### src/rtl/imem_loader.sv
// imem_loader: assembles a big-endian byte stream into 32-bit instruction
// words and writes them to consecutive instruction-memory addresses from 0,
// stalling the CPU until a halt-opcode word or the last address is written.
module imem_loader #(
   parameter int          DEPTH       = 128,
   parameter int          ADDR_W      = 7,
   parameter logic [5:0]  HALT_OPCODE = 6'b111111
) (
   input  logic              clk,
   input  logic              reset,
   input  logic              start,
   input  logic [7:0]        byteIn,
   input  logic              byteValid,
   output logic              byteReady,
   output logic              wrEn,
   output logic [ADDR_W-1:0] wrAdrx,
   output logic [31:0]       wrData,
   output logic              cpuHold,
   output logic              done,
   output logic [ADDR_W:0]   wordCount
);

   typedef enum logic [1:0] {S_IDLE, S_LOAD, S_WRITE, S_DONE} state_t;

   state_t              state_q, state_d;
   logic [ADDR_W-1:0]   addr_q, addr_d;        // address of the word being assembled
   logic [1:0]          idx_q, idx_d;          // bytes already taken for this word
   logic [23:0]         word_q, word_d;        // first three bytes, MSB first
   logic [ADDR_W-1:0]   wrAdrx_q, wrAdrx_d;
   logic [31:0]         wrData_q, wrData_d;
   logic [ADDR_W:0]     wordCount_q, wordCount_d;

   // Outputs that depend only on the phase come straight from the state register.
   assign byteReady = (state_q == S_LOAD);
   assign wrEn      = (state_q == S_WRITE);
   assign cpuHold   = (state_q == S_LOAD) || (state_q == S_WRITE);
   assign done      = (state_q == S_DONE);
   assign wrAdrx    = wrAdrx_q;
   assign wrData    = wrData_q;
   assign wordCount = wordCount_q;

   // Next-state logic: byte capture, word hand-off to the write phase, end detection.
   always_comb begin
      state_d     = state_q;
      addr_d      = addr_q;
      idx_d       = idx_q;
      word_d      = word_q;
      wrAdrx_d    = wrAdrx_q;
      wrData_d    = wrData_q;
      wordCount_d = wordCount_q;
      case (state_q)
         S_IDLE, S_DONE: begin
            if (start) begin
               state_d     = S_LOAD;
               addr_d      = '0;
               idx_d       = 2'd0;
               wordCount_d = '0;
            end
         end
         S_LOAD: begin
            if (byteValid) begin
               word_d = {word_q[15:0], byteIn};
               idx_d  = idx_q + 2'd1;
               if (idx_q == 2'd3) begin
                  // Write port registers are loaded here so they are valid in the WRITE cycle.
                  wrData_d = {word_q, byteIn};
                  wrAdrx_d = addr_q;
                  idx_d    = 2'd0;
                  state_d  = S_WRITE;
               end
            end
         end
         S_WRITE: begin
            wordCount_d = wordCount_q + {{ADDR_W{1'b0}}, 1'b1};
            // The halt word is written too; the last address stops the load without wrapping.
            if ((wrData_q[31:26] == HALT_OPCODE) || (addr_q == ADDR_W'(DEPTH - 1))) begin
               state_d = S_DONE;
            end else begin
               addr_d  = addr_q + {{(ADDR_W-1){1'b0}}, 1'b1};
               state_d = S_LOAD;
            end
         end
         default: state_d = S_IDLE;
      endcase
   end

   // State register with synchronous reset; a partial word is simply dropped.
   always_ff @(posedge clk) begin
      if (reset) begin
         state_q     <= S_IDLE;
         addr_q      <= '0;
         idx_q       <= 2'd0;
         word_q      <= '0;
         wrAdrx_q    <= '0;
         wrData_q    <= '0;
         wordCount_q <= '0;
      end else begin
         state_q     <= state_d;
         addr_q      <= addr_d;
         idx_q       <= idx_d;
         word_q      <= word_d;
         wrAdrx_q    <= wrAdrx_d;
         wrData_q    <= wrData_d;
         wordCount_q <= wordCount_d;
      end
   end

endmodule

### config.mk
export PLATFORM = sky130hd
export DESIGN_NAME = imem_loader
export DESIGN_NICKNAME = d
export VERILOG_FILES = /design/src/rtl/imem_loader.sv
export SDC_FILE = /design/constraint.sdc
export NUM_CORES = 1
export LEC_CHECK = 0
export ABC_AREA = 0
export CAP_MARGIN = 5
export CORE_MARGIN = 1.5
export CORE_UTILIZATION = 45
export DETAILED_ROUTE_END_ITERATION = 7
export GPL_TIMING_DRIVEN = 0
export PLACE_DENSITY = 0.82
export SLEW_MARGIN = 0
export SYNTH_ARGS = -nofsm -noshare
export SYNTH_HDL_FRONTEND = slang
export SYNTH_SLANG_ARGS = --single-unit
### constraint.sdc
create_clock -name clk -period 1.8 [get_ports clk]
set_input_delay 0.18 -clock clk [delete_from_list [all_inputs] [get_ports clk]]
set_output_delay 0.18 -clock clk [all_outputs]
set_load 0.02 [all_outputs]
# == Word-level counts from Yosys, hierarchy flattened ==
# Cells that the tools add are included.
# totals
output_inout_bits,51
word_cells,46
register_bits,82
# op_classes
n_reduce_logical,12
muxes,14
n_eq_ne,10
addsub,3
# ops
operator,n
$pmux W8 S2,1
$mux W2,7
$mux W7,2
$pmux W7 S2,1
$reduce_and A3 Y1,4
$add A8 B1 Y8 const B,1
$mux W8,1
$add A7 B1 Y7 const B,1
$eq A7 B7 Y1 const B,1
$eq A2 B2 Y1 const B,3
$eq A6 B6 Y1 const B,1
$ne A2 B2 Y1 const B,3
$pmux W2 S3,1
$pmux W2 S2,1
$reduce_and A2 Y1,2
$reduce_bool A2 Y1,2
$add A2 B1 Y2 const B,1
$eq A2 B1 Y1 const B,1
$logic_not A2 Y1,1
$logic_or A1 B1 Y1,2
$ne A2 B1 Y1 const B,1
$reduce_or A2 Y1,1

# == Longest topological paths before layout ==
# Gate-level depths: netlist of run 1.
# depth
ltp_word,4
ltp_mapped,10
ltp_nobuf,6

# == Least setup slack after synthesis of run 1 ==
# OpenSTA, ideal clock, no wires.
# synth_path
kind,reg-to-reg
from,register state_q[1]
to,register wrData_q[10] (netlist: wrData[10])
arrival_time_ns,1.577
stages_incl_launch_ff,11
slack_ns,0.091
cell_sequence,dfxtp_1 > inv_1 > ha_1 > buf_2 > and2_1 > buf_2 > nand2_1 > buf_4 > buf_6 > nand2_1 > a21oi_1
# synth_via
elab_chain_len,2
# synth_lines
element,line_no,rtl
"start, declared",25,"state_t state_q, state_d;"
"start signal, assigned",98,state_q <= state_d;
$eq A2 B1 Y1,n/a,
net byteReady,14,"output logic byteReady,"
$reduce_and A3 Y1 (no line),n/a,
"end signal, assigned",103,wrData_q <= wrData_d;
"end, declared",30,"logic [31:0] wrData_q, wrData_d;"
# The timed path passes the listed nets, and every way through them passes these cells.
# A chain may end at the register's enable or synchronous reset.

# == Worst setup path after layout of run 1 ==
# layout_path
from,register state_q[1]
to,output port done
# layout_via
elab_chain_len,1
# layout_lines
element,line_no,rtl
$eq A2 B2 Y1,37,assign done = (state_q == S_DONE);
"end, declared",19,"output logic done,"
# Every way passes these cells.

==> impl_metrics.yaml, run 1 <==
clocking:
  clock_latency_ns: 0.35
  cts_hold_buf: 0
  cts_sinks: 82
  clock-root-buffer: "clkbuf_8"
  clock_path_buffers: 2
  clk_pin_slew_ns: 0.09
  cts.htree.levels: 3
  cts_tree: "yes"
  cts_buffers: 9
sta:
  rsz0062_at_grt: "no"
  fin_crit_sh_pct: 97.3
  max_freq_mhz: 571
  hold_viol: 0
  final.setup.worst_slack_ns: 0.0491
  maxSlewViolCount: 0
  clock_skew_ns: 0.0118
  layout_min_cycle_time_ns: 1.75
  setup_tns_ns: 0
  tightest_slew_ns: 0.536
  setup_violations: 0
  relSlewSlack_pct: 64.2
critical_path:
  crit_type: "reg -> out"
  cp_max_fo: 3
  arrival_ns: 1.57
  crit_required_ns: 1.62
  crit_chain: "buf_4 > ha_1 > clkdlybuf4s50_1"
  worst_setup_path_end_kind: "primary output"
  r2r_setup_slack_ns: 0.12
  cp_slowest_stage_delay_ns: 0.60
  setup.worst_path.start_class: "register"
  crit_slowest_cell: "clkdlybuf4s50_1"
global_routing:
  grt_pass1_wl_mm: 12.6
  antenna_found_initial: 0
  grt_max_degree: 14
  grtUsageTotal_pct: 20.5
  grt_pass1_vias: 2770
  grt_overflow: 0
finish:
  layout.cells.non_filler: 588
  nets: 503
  antenna_cells: 0
  area.growth.synth_to_final_pct: 31.0
  fillCellCount: 638
  final_cell_mix: "nand2_1, dfxtp_1, a21oi_1, clkdlybuf4s50_1, nor2_1"
  register_area_um2: 1640
  final_common_cell: "nand2_1"
  multi_input_area_um2: 1500
  layout-drive-gt1-share_pct: 10.2
outcome:
  status: "complete, no violations"
floorplan:
  die-area_um2: 7870
  die_width_um: 88.7
  die_h_um: 88.7
  row_count: 31
  coreArea_um2: 7180
  start_util_pct: 46.1
  ioPinCount: 63
synthesis:
  avgSynthCellArea_um2: 8.07
  ys_async_sr_fraction_pct: 0
  syn_nets: 428
  synthesis.area_um2: 3310
  postSynthCellCount: 410
  yosys_register_bits: 82
  ys_warn_count: 0
  yosysSeqAreaShare_pct: 49.6
  ys_types: 45
  synthFlopType: "dfxtp_1"
  synth_edf_count: 0
place:
  dp_slack_ns: -0.0690
  gp_congestion: 0.812
  hpwl_mm: 5.47
  dp.cells: 571
  portBuffers: 62
detailed_routing:
  vias: 3032
  drt_first_pass_iters: 4
  post_drt_via_cell_ratio: 5.16
  routedWlPerCell_um: 13.1
  drtIter0Drc: 170
  drcViolationCount: 0
  postRouteAntennaNets: 0
  drt_wl_total_mm: 7.73
hold_path:
  hold_class: "in -> reg"
flow_run:
  cap_violations: 0
power_and_ir_drop:
  ir_worst_vdd_uv: 364
  p_per_area_nw_per_um2: 834
  p_leak_nw: 1.47
==> what timing repair did <==
item | CTS | global route
gates resized for setup | 6 | 18
setup endpoints to repair | 14 | 46
buffers inserted | 0 | 4
==> synth_stat cells (all sizes together), types with 3 or more instances <==
cell type,instances,area (µm²)
buf,14,109
and3,5,31.3
nand2,137,514
o211ai,3,22.5
xor2,3,26.3
inv,9,33.8
dfxtp,82,1640
nand3,9,50.1
nor3,4,30.0
nand4,4,25.0
or3,3,18.8
a21oi,72,360
ha,6,75.1
o21ai,8,43.8
nor2,11,41.3
clkbuf,10,37.5
nor2b,3,18.8
==> critical path, delay by kind of cell, from the launching register on <==
kind,cells,cell delay (ns)
buf+inv,2,0.71
flops,1,0.37
fa+ha+maj,1,0.14
==> layer usage <==
| metal | track usage [%] | wire length, µm | vias up |
|---|---|---|---|
| li1 | - | - | 1528 |
| met1 | 26.9 | 3470 | 1420 |
| met2 | 34.2 | 3800 | 74 |
| met3 | 2.99 | 352 | 10 |
| met5 | 0 | 0 | - |
| met4 | 7.81 | 108 | 0 |
==> worst paths after layout <==
path | from | to | depth (start not counted)
hold / removal | byteIn[4] | wrData[4] | 3
setup / recovery | state_q[1] | done | 3
hold reg to reg | word_q[17] | wrData[25] | 2
setup reg to reg | state_q[1] | wrData[17] | 9
==> flip-flops by register name, indices dropped and copies added, names as in the netlist <==
name,flops
state_q,2
wrAdrx,7
wrData,32
idx_q,2
wordCount,8
addr_q,7
word_q,24
==> cell type report <==
class                      instances  share of cell area [%]
sequential                        82                    37.9
multi-input combinational        294                    34.7
timing repair buffer              66                    15.0
buffer                            23                    3.78
clock buffer                      11                    3.26
tap                               99                    2.86
clock inverter                     4                    1.76
inverter                           9                   0.780
==> stage by stage <==
step	instance area [µm²]	util, %	hold WS, ns	power (mW)
2_1_floorplan	3310	-	0.316	2.07
3_3_place_gp	4050	56.5	0.444	2.17
3_5_place_dp	4050	56.5	0.446	2.17
4_1_cts	4280	59.6	0.415	3.60
5_1_grt	4330	60.4	0.432	3.73
6_report	4330	60.4	0.417	3.61
==> where the power goes <==
group	switching [mW]	internal, mW
combinational	0.174	0.120
clock	0.652	0.815
sequential	0.0184	1.83
total	0.845	2.77
==> kinds of logic after synthesis <==
| kind of cell | synth area share [%] |
|---|---|
| AO/OA/AOI/OAI | 16.4 |
| XOR/XNOR | 1.32 |
| adder cells (fa/ha/maj) | 2.27 |
| buffers and inverters | 5.71 |
| flip-flops | 49.6 |
| multiplexers | 0.946 |
| AND/OR/NAND/NOR | 23.7 |
(Power assumes the default switching activity.)
==> run 2, diff against run 1 <==
- clock period: 1.8 -> 2.2 ns (I/O delays scaled with it)
==> run 2 against run 1 <==
Effect of this change:
- first-iteration DRC count decreased by 4.1%
- critical endpoint is now wrEn
- flip-flop and latch count unchanged
- non-clock buffer count down 2
- design area fell by 1.4%
- highest routed layer unchanged
- utilization down 0.85 points
- hold slack improved by 0.036 ns
- sequential share of layout area grew 0.49 points
- count of clock-buffer cells in the layout unchanged
- via count down 0.86%
==> impl_metrics.yaml, run 2 (same netlist as run 1, synthesis figures left out) <==
outcome:
  status: "complete, no violations"
clocking:
  clk_pin_slew_ns: 0.08
  cts_sinks: 82
  clock-root-buffer: "clkbuf_8"
  clock_path_buffers: 2
  cts.htree.levels: 3
  cts_buffers: 9
  clock_latency_ns: 0.35
  cts_tree: "yes"
  cts_hold_buf: 0
  cts_resized: 0
  postCtsSetupRepairBufs: 0
sta:
  rsz0062_at_grt: "no"
  maxSlewViolCount: 0
  tightest_slew_ns: 0.524
  clock_skew_ns: 0.0116
  setup_violations: 0
  setup_tns_ns: 0
  relSlewSlack_pct: 65.0
  final.setup.worst_slack_ns: 0.287
  fin_crit_sh_pct: 87.0
  hold_viol: 0
  max_freq_mhz: 523
  layout_min_cycle_time_ns: 1.91
finish:
  largest_reg_flops: 32
  layout.cells.non_filler: 586
  area.growth.synth_to_final_pct: 29.2
  layout-drive-gt1-share_pct: 7.60
  multi_input_area_um2: 1480
  nets: 501
  fillCellCount: 638
  final_cell_mix: "nand2_1, dfxtp_1, a21oi_1, clkdlybuf4s50_1"
  register_area_um2: 1640
  final_common_cell: "nand2_1"
  antenna_cells: 0
global_routing:
  grt_pass1_vias: 2764
  antenna_found_initial: 0
  grt_max_degree: 14
  grt_pass1_wl_mm: 12.6
  grtUsageTotal_pct: 20.4
  grt_overflow: 0
power_and_ir_drop:
  ir_worst_vdd_uv: 297
  p_per_area_nw_per_um2: 689
  p_leak_nw: 1.45
  finalPower_mw: 2.94
critical_path:
  setup.worst_path.start_class: "register"
  worst_setup_path_end_kind: "primary output"
  r2r_setup_slack_ns: 0.32
  crit_start: "state_q[0]"
  reg2reg_to: "wrData[19]"
  r2r_cells: 10
  crit_type: "reg -> out"
  arrival_ns: 1.69
  crit_end: "wrEn"
  r2r-start: "state_q[1]"
  crit_required_ns: 1.98
  cp_max_fo: 5
place:
  dp_slack_ns: 0.291
  hpwl_mm: 5.47
  dp.cells: 571
  portBuffers: 62
  gp_congestion: 0.812
floorplan:
  start_util_pct: 46.1
  die_h_um: 88.7
  die_width_um: 88.7
  die-area_um2: 7870
  row_count: 31
  coreArea_um2: 7180
  ioPinCount: 63
detailed_routing:
  drtIter0Drc: 163
  drt_wl_total_mm: 7.70
  drt_first_pass_iters: 4
  vias: 3006
  postRouteAntennaNets: 0
  routedWlPerCell_um: 13.1
  drcViolationCount: 0
  post_drt_via_cell_ratio: 5.13
hold_path:
  hold_class: "reg -> reg"
flow_run:
  cap_violations: 0
## run 2: cell count changes in the layout (fill, tap and decap cells not counted), moves of 2 or more
cell,previous run,this run
clkbuf_2,4,0
dfxtp_1,80,82
buf_4,5,2
dfxtp_2,2,0
buf_2,2,8
dlygate4sd2_1,2,0
clkbuf_1,7,11
clkbuf_4,4,0
## run 2: worst max-delay path, cell delays in order, from the launching register on
cell and delay, ns:
dfxtp_1 0.34, inv_1 0.08, ha_1 0.29, clkdlybuf4s50_1 0.65
## run 2: worst min-delay path by stage
| stage | start | end | slack [ns] | cells past startpoint |
|---|---|---|---|---|
| after CTS | byteIn[4] | wrData[4] | 0.45 | 3 |
| final | word_q[23] | wrData[31] | 0.45 | 2 |
| after global routing | byteIn[4] | wrData[4] | 0.47 | 3 |
| after detailed placement | wrData[22] | wrData[22] | 0.45 | 2 |
| after floorplan | byteIn[0] | word_q[0] | 0.36 | 2 |
| after global placement | wrAdrx[5] | wrAdrx[5] | 0.44 | 2 |
## run 2: layer usage
layer | up-vias | share of wire [%] | global-route usage [%]
li1 | 1523 | - | -
met1 | 1395 | 46 | 26.9
met2 | 78 | 48 | 34.0
met3 | 10 | 4.3 | 2.99
met4 | 0 | 1.6 | 7.81
met5 | - | 0 | 0
## run 2: area by class of cell
class                      count  area share (%)
buffer                        25            3.63
sequential                    82            38.4
timing repair buffer          62            14.6
inverter                       9           0.791
clock buffer                  11            3.31
multi-input combinational    294            34.6
tap                           99            2.90
clock inverter                 4            1.79
## run 2: through the flow
stage | util [%] | area, µm² | hold slack [ns]
2_1_floorplan | - | 3310 | 0.356
3_3_place_gp | 56.5 | 4050 | 0.444
3_5_place_dp | 56.5 | 4050 | 0.446
4_1_cts | 59.5 | 4270 | 0.455
5_1_grt | 59.5 | 4270 | 0.472
6_report | 59.5 | 4270 | 0.452
## run 2: report_power, final
group	internal (mW)	switching, mW
Clock	0.667	0.532
Sequential	1.50	0.0147
Combinational	0.0903	0.141
==> run 3, diff against run 2 <==
- CORE_UTILIZATION: 45 -> 35
- PLACE_DENSITY: 0.82 -> 0.69
==> run 3 against run 2 <==
Effect of this change:
- via count shrank 1.1%
- utilization shrank 13 points
- count of clock-buffer cells in the layout shrank 1
- clock power grew 7%
- largest cell class unchanged
- total power grew 2.9%
- sequential power is essentially flat
- register-to-register slack lost 0.03 ns
- hold slack lost 0.0084 ns
- critical endpoint unchanged
- sequential share of layout area shrank 0.26 points
==> impl_metrics.yaml, run 3 (same netlist as run 1, synthesis figures left out) <==
finish:
  largest_reg_flops: 32
  final_cell_mix: "nand2_1, dfxtp_1, a21oi_1, clkdlybuf4s50_1, nor2_1"
  final_common_cell: "nand2_1"
  register_area_um2: 1640
  antenna_cells: 0
  nets: 501
  layout-drive-gt1-share_pct: 7.99
  fillCellCount: 927
  area.growth.synth_to_final_pct: 30.0
  multi_input_area_um2: 1480
  layout.cells.non_filler: 599
sta:
  maxSlewViolCount: 0
  fin_crit_sh_pct: 88.5
  relSlewSlack_pct: 65.0
  clock_skew_ns: 0.0115
  layout_min_cycle_time_ns: 1.95
  setup_tns_ns: 0
  rsz0062_at_grt: "no"
  max_freq_mhz: 513
  hold_viol: 0
  setup_violations: 0
  tightest_slew_ns: 0.526
floorplan:
  die-area_um2: 10000
  ioPinCount: 63
  die_h_um: 100
  row_count: 35
  start_util_pct: 36.0
  coreArea_um2: 9200
  die_width_um: 100
hold_path:
  hold_class: "in -> reg"
clocking:
  cts_buffers: 9
  cts_tree: "yes"
  clock-root-buffer: "clkbuf_8"
  clock_path_buffers: 2
  clk_pin_slew_ns: 0.10
  clock_latency_ns: 0.37
  postCtsSetupRepairBufs: 0
  cts_hold_buf: 0
  cts_sinks: 82
  cts.htree.levels: 3
critical_path:
  crit_required_ns: 1.98
  crit_type: "reg -> out"
  cp_max_fo: 5
  arrival_ns: 1.73
  setup.worst_path.start_class: "register"
  worst_setup_path_end_kind: "primary output"
detailed_routing:
  postRouteAntennaNets: 0
  vias: 2974
  drcViolationCount: 0
  drt_first_pass_iters: 4
  drt_wl_total_mm: 7.81
  routedWlPerCell_um: 13.0
  post_drt_via_cell_ratio: 4.96
  drtIter0Drc: 174
place:
  gp_congestion: 0.844
  dp.cells: 583
  hpwl_mm: 5.57
  portBuffers: 62
outcome:
  status: "complete, no violations"
power_and_ir_drop:
  p_per_area_nw_per_um2: 705
  ir_worst_vdd_uv: 340
  p_leak_nw: 1.45
  finalPower_mw: 3.03
global_routing:
  grt_max_degree: 16
  grt_overflow: 0
  antenna_found_initial: 0
  grt_pass1_vias: 2729
  grtUsageTotal_pct: 16.1
  grt_pass1_wl_mm: 12.9
flow_run:
  cap_violations: 0
run 3: changes by cell type in the layout (fill, tap and decap cells not counted), sizes merged:
cell,delta
dlymetal6s2s,-1
clkinvlp,-1
clkinv,+1
inv,+2
dlygate4sd2,+1
clkbuf,-1
run 3: cell type report:
cell class | count | share of cell area, %
Tap cell | 111 | 3.23
Clock buffer | 10 | 3.20
Buffer | 25 | 3.61
Multi-Input combinational cell | 294 | 34.3
Clock inverter | 6 | 2.27
Inverter | 9 | 0.786
Timing Repair Buffer | 62 | 14.4
Sequential cell | 82 | 38.2
run 3: worst paths after layout:
kind / start / end / slack [ns] / depth (start not counted)
worst max-delay path: state_q[0] / wrEn / 0.25 / 3
worst min-delay path: byteIn[3] / word_q[3] / 0.44 / 3
worst max register to register: state_q[1] / wrData[10] / 0.29 / 10
worst min register to register: wrData[13] / wrData[13] / 0.46 / 2
run 3: through the flow:
stage / area [µm²] / utilization (%) / hold slack [ns] / worst slack, ns
final: 4300 / 46.8 / 0.444 / 0.252
after global routing: 4300 / 46.8 / 0.440 / 0.118
after CTS: 4300 / 46.8 / 0.427 / 0.251
after detailed placement: 4070 / 44.2 / 0.448 / 0.281
after global placement: 4070 / 44.2 / 0.446 / 0.298
after floorplan: 3310 / - / 0.356 / 0.491
run 3: critical path, stage by stage (launching register included):
cell and delay [ns]:
dfxtp_1 0.33, inv_1 0.08, ha_1 0.29, clkdlybuf4s50_1 0.66
run 3: where the power goes:
part           internal, mW  total (mW)  switching [mW]  leakage (nW)
Clock                 0.686        1.28           0.596         0.119
Combinational        0.0888       0.233           0.144         0.670
Sequential             1.50        1.51          0.0151         0.661
Total                  2.27        3.03           0.755          1.45
run 3: what timing repair did:
| action | CTS | global route |
|---|---|---|
| gates resized for setup | 1 | 0 |
| setup endpoints to repair | 1 | 0 |
| endpoints found under the hold margin | 0 | 0 |
run 3: metal layers:
layer	routed length, µm	vias up	track usage, %
li1	-	1521	-
met1	3800	1366	22.5
met2	3470	73	24.0
met3	405	14	3.20
met4	141	0	7.04
met5	0	-	0
